`config.mk`:
```
export PLATFORM = sky130hd
export DESIGN_NAME = tdc_event_collector_flat
export DESIGN_NICKNAME = d
export VERILOG_FILES = /design/src/rtl/tdc_event_collector_if.sv /design/src/rtl/tdc_event_collector.sv /design/src/flat_wrapper.sv
export SDC_FILE = /design/constraint.sdc
export NUM_CORES = 1
export LEC_CHECK = 0
export ABC_CLOCK_PERIOD_IN_PS = 16000
export BUFFER_PORTS_ARGS = -buffer_cell sky130_fd_sc_hd__buf_2
export CORE_ASPECT_RATIO = 1.5
export CORE_UTILIZATION = 47
export DETAILED_ROUTE_END_ITERATION = 8
export PLACE_DENSITY = 0.69
export SLEW_MARGIN = 5
export SYNTH_ARGS = -nofsm -noshare
export SYNTH_HDL_FRONTEND = slang
export SYNTH_SLANG_ARGS = --single-unit
export TNS_END_PERCENT = 100
```
`constraint.sdc`:
```
create_clock -name clk0 -period 16 [get_ports clk0]
set_input_delay 1.6 -clock clk0 [delete_from_list [all_inputs] [get_ports clk0]]
set_output_delay 1.6 -clock clk0 [all_outputs]
set_load 0.01 [all_outputs]
```
`src/rtl/tdc_event_collector_if.sv`:
```
// Capture-side and FWFT readout signals of the TDC event collector.
// master drives captures and iReady; slave is the collector.
interface tdc_event_collector_if #(
    parameter int N_CH       = 4,
    parameter int DATA_W     = 32,
    parameter int TS_W       = 16,
    parameter int FIFO_DEPTH = 16
);
    localparam int CH_W  = $clog2(N_CH) + 1;
    localparam int OUT_W = TS_W + CH_W + DATA_W;
    localparam int CNT_W = $clog2(FIFO_DEPTH) + 1;

    logic                     iEnable;
    logic [N_CH-1:0]          iDone;
    logic [N_CH*DATA_W-1:0]   iTDC;
    logic                     iReady;
    logic                     iClearErr;
    logic [OUT_W-1:0]         oData;
    logic                     oValid;
    logic [CNT_W-1:0]         oCount;
    logic [N_CH-1:0]          oLost;
    logic                     oOverflow;

    modport slave (
        input  iEnable, iDone, iTDC, iReady, iClearErr,
        output oData, oValid, oCount, oLost, oOverflow
    );

    modport master (
        output iEnable, iDone, iTDC, iReady, iClearErr,
        input  oData, oValid, oCount, oLost, oOverflow
    );
endinterface

```
`src/rtl/tdc_event_collector.sv`:
```
// Multi-channel TDC readout: per-channel hold, round-robin arbiter, FWFT FIFO.
// Optional epoch markers on timestamp wrap: TDC_EPOCH_MARK_EN.
module tdc_event_collector #(
    parameter int N_CH       = 4,
    parameter int DATA_W     = 32,
    parameter int TS_W       = 16,
    parameter int FIFO_DEPTH = 16
) (
    input logic                clk0,
    input logic                iRst,
    tdc_event_collector_if.slave bus
);
    localparam int IDX_W = $clog2(N_CH);
    localparam int CH_W  = IDX_W + 1;
    localparam int OUT_W = TS_W + CH_W + DATA_W;
    localparam int AW    = $clog2(FIFO_DEPTH);
    localparam int CNT_W = AW + 1;

    logic [TS_W-1:0]  ts;
    logic [N_CH-1:0]  pend;
    logic [N_CH-1:0]  cap;
    logic [N_CH-1:0]  gnt_vec;
    logic [N_CH-1:0]  lost;
    logic [OUT_W-1:0] hold [N_CH];
    logic [IDX_W-1:0] rr;
    logic [IDX_W-1:0] gnt_idx;
    logic [IDX_W-1:0] cand;
    logic             gnt_any;
    logic             full;
    logic             grant;
    logic             epoch;
    logic             wr_en;
    logic             rd_en;
    logic [OUT_W-1:0] wr_data;
    logic [OUT_W-1:0] marker;
    logic [OUT_W-1:0] mem [FIFO_DEPTH];
    logic [AW-1:0]    wptr;
    logic [AW-1:0]    rptr;
    logic [CNT_W-1:0] count;

    assign cap    = bus.iDone & {N_CH{bus.iEnable}};
    assign full   = (count == CNT_W'(FIFO_DEPTH));
    assign marker = {{TS_W{1'b0}}, {CH_W{1'b1}}, {DATA_W{1'b0}}};

`ifdef TDC_EPOCH_MARK_EN
    logic ovf;

    // The edge that wraps ts to zero carries the marker
    assign epoch         = &ts;
    assign bus.oOverflow = ovf;

    always_ff @(posedge clk0 or posedge iRst) begin
        if (iRst) begin
            ovf <= 1'b0;
        end else begin
            ovf <= (ovf & ~bus.iClearErr) | (epoch & full);
        end
    end
`else
    assign epoch         = 1'b0;
    assign bus.oOverflow = 1'b0;
`endif

    // Search starts one past the last granted channel
    always_comb begin
        gnt_any = 1'b0;
        gnt_idx = '0;
        cand    = '0;
        for (int i = 1; i <= N_CH; i++) begin
            cand = IDX_W'((int'(rr) + i) % N_CH);
            if (!gnt_any && pend[cand]) begin
                gnt_any = 1'b1;
                gnt_idx = cand;
            end
        end
    end

    assign grant   = gnt_any && !full && !epoch;
    assign wr_en   = grant || (epoch && !full);
    assign wr_data = epoch ? marker : hold[gnt_idx];
    assign rd_en   = bus.oValid && bus.iReady;

    always_comb begin
        gnt_vec = '0;
        if (grant) gnt_vec[gnt_idx] = 1'b1;
    end

    always_ff @(posedge clk0 or posedge iRst) begin
        if (iRst) begin
            ts    <= '0;
            pend  <= '0;
            lost  <= '0;
            rr    <= IDX_W'(N_CH - 1);
            wptr  <= '0;
            rptr  <= '0;
            count <= '0;
        end else begin
            ts    <= ts + TS_W'(1);
            pend  <= cap | (pend & ~gnt_vec);
            lost  <= (bus.iClearErr ? '0 : lost) | (cap & pend & ~gnt_vec);
            if (grant) rr <= gnt_idx;
            if (wr_en) wptr <= wptr + AW'(1);
            if (rd_en) rptr <= rptr + AW'(1);
            count <= count + CNT_W'(wr_en) - CNT_W'(rd_en);
        end
    end

    always_ff @(posedge clk0 or posedge iRst) begin
        if (iRst) begin
            for (int k = 0; k < N_CH; k++) hold[k] <= '0;
        end else begin
            for (int k = 0; k < N_CH; k++) begin
                if (cap[k]) begin
                    hold[k] <= {ts, 1'b0, IDX_W'(k),
                                bus.iTDC[k*DATA_W +: DATA_W]};
                end
            end
        end
    end

    always_ff @(posedge clk0) begin
        if (wr_en) mem[wptr] <= wr_data;
    end

    assign bus.oValid = (count != '0);
    assign bus.oData  = bus.oValid ? mem[rptr] : '0;
    assign bus.oCount = count;
    assign bus.oLost  = lost;
endmodule

```
`src/flat_wrapper.sv`:
```
// flat-port wrapper written by rule: the top's interface ports become plain ports
module tdc_event_collector_flat 
#(
    parameter int N_CH       = 4,
    parameter int DATA_W     = 32,
    parameter int TS_W       = 16,
    parameter int FIFO_DEPTH = 16
)
  (clk0, iRst, bus_iEnable, bus_iDone, bus_iTDC, bus_iReady, bus_iClearErr, bus_oData, bus_oValid, bus_oCount, bus_oLost, bus_oOverflow);
  tdc_event_collector_if #(.N_CH(N_CH), .DATA_W(DATA_W), .TS_W(TS_W), .FIFO_DEPTH(FIFO_DEPTH)) bus_i ();
  input logic clk0;
  input logic iRst;
  input wire logic [$bits(bus_i.iEnable)-1:0] bus_iEnable;
  input wire logic [$bits(bus_i.iDone)-1:0] bus_iDone;
  input wire logic [$bits(bus_i.iTDC)-1:0] bus_iTDC;
  input wire logic [$bits(bus_i.iReady)-1:0] bus_iReady;
  input wire logic [$bits(bus_i.iClearErr)-1:0] bus_iClearErr;
  output wire logic [$bits(bus_i.oData)-1:0] bus_oData;
  output wire logic [$bits(bus_i.oValid)-1:0] bus_oValid;
  output wire logic [$bits(bus_i.oCount)-1:0] bus_oCount;
  output wire logic [$bits(bus_i.oLost)-1:0] bus_oLost;
  output wire logic [$bits(bus_i.oOverflow)-1:0] bus_oOverflow;
  assign bus_i.iEnable = bus_iEnable;
  assign bus_i.iDone = bus_iDone;
  assign bus_i.iTDC = bus_iTDC;
  assign bus_i.iReady = bus_iReady;
  assign bus_i.iClearErr = bus_iClearErr;
  assign bus_oData = bus_i.oData;
  assign bus_oValid = bus_i.oValid;
  assign bus_oCount = bus_i.oCount;
  assign bus_oLost = bus_i.oLost;
  assign bus_oOverflow = bus_i.oOverflow;
  tdc_event_collector #(.N_CH(N_CH), .DATA_W(DATA_W), .TS_W(TS_W), .FIFO_DEPTH(FIFO_DEPTH)) u_core (.clk0(clk0), .iRst(iRst), .bus(bus_i));
endmodule
```
* Word level (Yosys, flattened, before mapping)
Memory sizes are Yosys's and may differ from the RTL's.
Index checks and enable logic that the tools add are counted.
** Storage, ports and cells
- Flip-flop bits (word level) :: 235
- Latch bits :: 0
- Memory bits (writable) :: 816
- ROM bits :: 0
- Input port bits :: 137
- Output and inout port bits :: 62
- Word-level logic and storage cells :: 74
- Memories :: 1
** Cells by class
- $add $sub $neg :: 9
- Multiply operators :: 0
- Divide/modulo/power cells :: 0
- $lt $le $gt $ge :: 7
- Eq/ne operators :: 1
- Shifts and indexed selects :: 0
- Multiplexer cells :: 26
- Bitwise logic cells :: 8
- Reductions and logical operators :: 11
** Memory list
- u_core.mem :: depth 16, width 51, rd ports 1, clocked after memory_dff 0, wr ports 1, line tdc_event_collector.sv:36 : logic [OUT_W-1:0] mem [FIFO_DEPTH];
** Operator list (count)
- two-way mux 51 bit :: 3
- binary-select mux 51 bit (select 2 bit) :: 1
- adder 16 x 1 -> 16 bit, second input constant :: 1
- AND 4 bit :: 4
- less-than comparator 2 x 3 -> 1 bit, second input constant :: 5
- two-way mux 1 bit :: 11
- adder 4 x 1 -> 4 bit, second input constant :: 2
- binary-select mux 1 bit (select 2 bit) :: 4
- two-way mux 2 bit :: 4
- two-way mux 4 bit :: 2
- bitwise OR 4 bit :: 2
- logical AND 1 bit :: 6
- adder 5 x 1 -> 5 bit :: 1
- == test 5 bit, second input constant :: 1
- nonzero test 5 bit :: 1
- subtractor 5 x 1 -> 5 bit :: 1
- adder 2 x 1 -> 2 bit, second input constant :: 2
- adder 2 bit, second input constant :: 2
- logical NOT 1 bit :: 4
- NOT 4 bit :: 1
- greater-or-equal comparator 3 bit, second input constant :: 1
- NOT 2 -> 3 bit :: 1
- demux 1 bit (select 2 bit) :: 1
- greater-or-equal comparator 2 x 1 -> 1 bit, second input constant :: 1

* Logic depth before layout (Yosys ltp)
- Word-level depth :: 21
- Gate-level depth with buffers :: 15

* Least setup slack after synthesis
No wires, ideal clock.
- Path type :: register to register
- Start :: reg u_core.count[2], in the netlist u_core.bus.oCount[2]
- End :: mem u_core.mem[0][0] in the netlist's numbering (enable)
- Arrival :: 4794 ps
- Data required time :: 15481 ps
- Path slack :: 10687 ps
- Cell stages (with the launch flop) :: 7
- Buffers on the path :: 1
- Cells stage by stage :: dfrtp_1 inv_1 ha_1 a32oi_1 buf_2 nand2_1 nor3_1
** On the way
- Word-level cells in the longest chain between the ends :: 5
** RTL lines
- start: declaration :: line tdc_event_collector.sv:39 : logic [CNT_W-1:0] count;
- start signal: assignment :: line tdc_event_collector.sv:104 : count <= count + CNT_W'(wr_en) - CNT_W'(rd_en);
- == test 5 bit :: line tdc_event_collector.sv:42 : assign full = (count == CNT_W'(FIFO_DEPTH));
- logical NOT 1 bit :: line tdc_event_collector.sv:78 : assign grant = gnt_any && !full && !epoch;
- logical AND 1 bit :: line tdc_event_collector.sv:78
- via u_core.grant :: line tdc_event_collector.sv:30 : logic grant;
- two-way mux 1 bit :: line tdc_event_collector.sv:122 : if (wr_en) mem[wptr] <= wr_data;
- two-way mux 1 bit (not written as such) :: line tdc_event_collector.sv:122
- end: declaration :: line tdc_event_collector.sv:36
The timed path passes the listed nets, and every way through them passes these cells.

* Worst setup path after layout
- Start :: reg u_core.rptr[0]
- End :: out bus_oData[42]
** On the way
- Word-level cells in the longest chain between the ends :: 2
** RTL lines
- start: declaration :: line tdc_event_collector.sv:38 : logic [AW-1:0] rptr;
- start signal: assignment :: line tdc_event_collector.sv:103 : if (rd_en) rptr <= rptr + AW'(1);
- memory read (16 x 51 bit)
- two-way mux 51 bit :: line tdc_event_collector.sv:126 : assign bus.oData = bus.oValid ? mem[rptr] : '0;
- end: declaration :: line flat_wrapper.sv:18 : output wire logic [$bits(bus_i.oData)-1:0] bus_oData;
Every way passes these cells.

==> results by group <==
Synth
  – Largest cells by area after synthesis: edfxtp_1, dfrtp_1, mux4_2
  – #FFs+latches synth: 1,034
  – Mapped cell area: just over 40,000 µm²
  – Syn Area/Cell: between 15 and 20 µm²
  – Asr flop ratio synth: between 20% and 30%
  – Number of synthesized flops with an enable pin: 800
  – Distinct cells, synth: 49
  – Ys flop type: edfxtp_1
  – Synth Instances: roughly 2,100
  – Post-synth top area share: about three fifths
  – Cell taking the most area after synthesis: edfxtp_1
  – Synth Warn #: 0
  – Post-synthesis sequential area ratio: ~72%

STA
  – Post-layout min period: ~6000 ps
  – Slew HR: a little over 9%
  – Final setup violation count: 0
  – RSZ-0062 raised after global routing: no
  – Final Hold Violating Endpoints: 0
  – Crit share post-route: roughly two fifths
  – Worst clock skew: between 20 and 25 ps
  – FMAX: between 150 and 200 MHz
  – Final Max Slew Viols: 0
  – Worst-Margin Slew: around 1400 ps
  – Setup_tns: 0 ps

Die
  – Die area: about 89,000 µm²
  – Die width: approximately 240 µm
  – Core area: 86,500 µm²
  – Num ports: around 200
  – Die height: ~360 µm
  – Initial Utilization: a little under half
  – Core Rows: between 100 and 150

Clock tree
  – CTS tree: yes
  – Root buf cell: clkbuf_16
  – CTS Buffer Depth: 3
  – Postcts setup bufs: 0
  – Number of buffers created by CTS: between 90 and 100
  – Reg clk slew, reported paths: 60 ps
  – CTS resizes: 0
  – Clock latency on the worst-skew pair: roughly 680 ps
  – Post-CTS Hold Fix Bufs: 0
  – CTS H-tree depth: 3
  – CTS sink cnt: 1,034

Final layout
  – Fin util: 53.9%
  – Area growth syn-to-layout: 13.3%
  – Commonest non-fill, non-tap cells in the layout: edfxtp_1, dfrtp_1, mux4_2, buf_2, mux2_2
  – Share of cells above drive strength 1: a little over a third
  – Commonest non-fill, non-tap cell in the layout: edfxtp_1
  – Final #Nets: 2,499

Detailed routing
  – Total wire length: slightly above 90,000 µm
  – Drt drc: 0
  – Vias/cell: between 5 and 6
  – Routed via count: approximately 21,000
  – Post-DRT Antenna Nets: 0
  – WL/cell: roughly 26 µm
  – 1st-pass router iterations: 7
  – Number of DRC markers in iteration 0: between 1,500 and 2,000

Pwr
  – Maximum VDD drop: about 0.16 mV
  – Pwr Total: 10.9 mW
  – Psw: roughly 3.8 mW
  – Clk pwr share: between 20% and 30%
  – Pleak: between 15 and 20 nW
  – PwrDens: around 230 nW/µm²
  – Seq pwr share: between 40 and 50%
  – Switching Fraction: approximately a third
  – Combinational power share: a little over a third
  – Pint: ~7.1 mW

Global routing
  – Largest net degree at the start of global routing: 120
  – GRT Residual Overflow: 0
  – GRT Util Overall: a little over a fifth
  – Initial antenna violation count: 3
  – Vias in the first global route: roughly 22,000
  – First-pass GRT wire length: 137,000 µm

Critical path
  – CP startpoint kind: flop
  – Path depth of the worst reg2reg path: 7
  – CP Max Fanout: between 40 and 50
  – WP buf/inv: 3
  – Critical Path Most Common Cell: buf_4
  – Crit-path slowest cell: dfrtp_4
  – WS Path Type: flop to primary output
  – CP Cell Sequence: buf_4, buf_4, mux4_2, mux2i_1, o22ai_1, buf_2
  – WP data arrival: 4530 ps
  – Required time of the worst setup path: ~14,000 ps
  – Slowest cell delay on critical path: between 1000 and 1500 ps
  – Worst path top cell family by delay: buffers and inverters
  – Crit. End Element: primary output
  – WP depth: 6

Min path
  – Hold Path Cell Cnt: 1
  – Hold WC Path Type: flop to flop

Placed design
  – DP Wirelength: between 40,000 and 50,000 µm
  – # port buffers: 196
  – Final Wtd Congestion: between 0.7 and 0.8

Run
  – Max Cap Viol: 0

Run status
  – Status: finished clean
-- registers in the layout, indices dropped and copies added, names as in the netlist --
register           cells
u_core.pend            4
u_core.wptr            4
u_core.hold          195
u_core.bus.oLost       4
u_core.rr              2
u_core.rptr            4
u_core.ts             16
u_core.bus.oCount      5
u_core.mem           800
-- final timing paths --
check,start,endpoint,slack [ps]
hold reg to reg,u_core.hold[84],u_core.hold[84],470
hold / removal,u_core.hold[84],u_core.hold[84],470
min in group asynchronous,iRst,u_core.hold[62],1060
setup reg to reg,u_core.rr[1],u_core.mem[6][40],12070
setup / recovery,u_core.rptr[0],bus_oData[42],9870
max in group asynchronous,iRst,u_core.hold[131],12790
-- per-stage QoR --
| step | area, µm² | worst slack [ps] | hold slack, ps | cells |
|---|---|---|---|---|
| 2_1_floorplan | 41200 | 7990 | 434 | 2122 |
| 3_3_place_gp | 43500 | 10490 | 448 | 3393 |
| 3_5_place_dp | 43500 | 10390 | 451 | 3393 |
| 4_1_cts | 46600 | 9670 | 467 | 3565 |
| 5_1_grt | 46700 | 9480 | 473 | 3565 |
| 6_report | 46700 | 9870 | 466 | 3566 |
-- synthesized netlist by cell type (9+ instances only) --
master    number
mux2i_1      103
nor2_1        23
clkbuf_1      36
buf_6         25
buf_2         37
nand2_1      124
nand3_1        9
ha_1          12
buf_1         20
mux4_2       199
and2_0        26
buf_4         13
mux2_2       189
edfxtp_1     800
dfrtp_1      232
a211oi_2      40
a31oi_1       50
xnor2_1       18
o22ai_1       54
and2_1        23
inv_1         20
-- metal layers --
| metal | track usage [%] | routed length [µm] | up-vias |
|---|---|---|---|
| met5 | 0 | 13 | - |
| met4 | 6.09 | 1750 | 2 |
| met3 | 3.54 | 5340 | 107 |
| met2 | 36.0 | 46800 | 653 |
| met1 | 27.2 | 37500 | 10892 |
| li1 | - | - | 8881 |
-- cell families (layout without fill, tap and decap cells) --
kind of cell	count (synthesis)	count (layout)	share of synthesized area, %
buffers and inverters	152	456	2.07
multiplexers	491	491	18.5
AND/OR/NAND/NOR	230	230	2.63
flip-flops	1034	1034	72.5
XOR/XNOR	24	24	0.510
other	1	3	0.00910
AO/OA/AOI/OAI	176	176	3.34
adder cells (fa/ha/maj)	13	13	0.413
-- power groups by stage --
stage / Sequential (mW) / Clock [mW] / Combinational (mW)
6_report: 4.71 / 2.24 / 3.96
3_5_place_dp: 4.77 / 0 / 3.99
2_1_floorplan: 4.64 / 0 / 2.63
3_3_place_gp: 4.72 / 0 / 3.87
4_1_cts: 4.72 / 2.29 / 4.00
5_1_grt: 4.77 / 2.39 / 4.25
-- layout make-up --
cell class	count	area, µm²
Clock inverter	44	487
Inverter	21	88.8
Sequential cell	1034	29900
Clock buffer	128	2610
Multi-Input combinational cell	936	10700
Antenna cell	1	2.50
Fill cell	6736	39900
Tap cell	1139	1430
Timing Repair Buffer	263	1480
(Power assumes the default switching activity.)
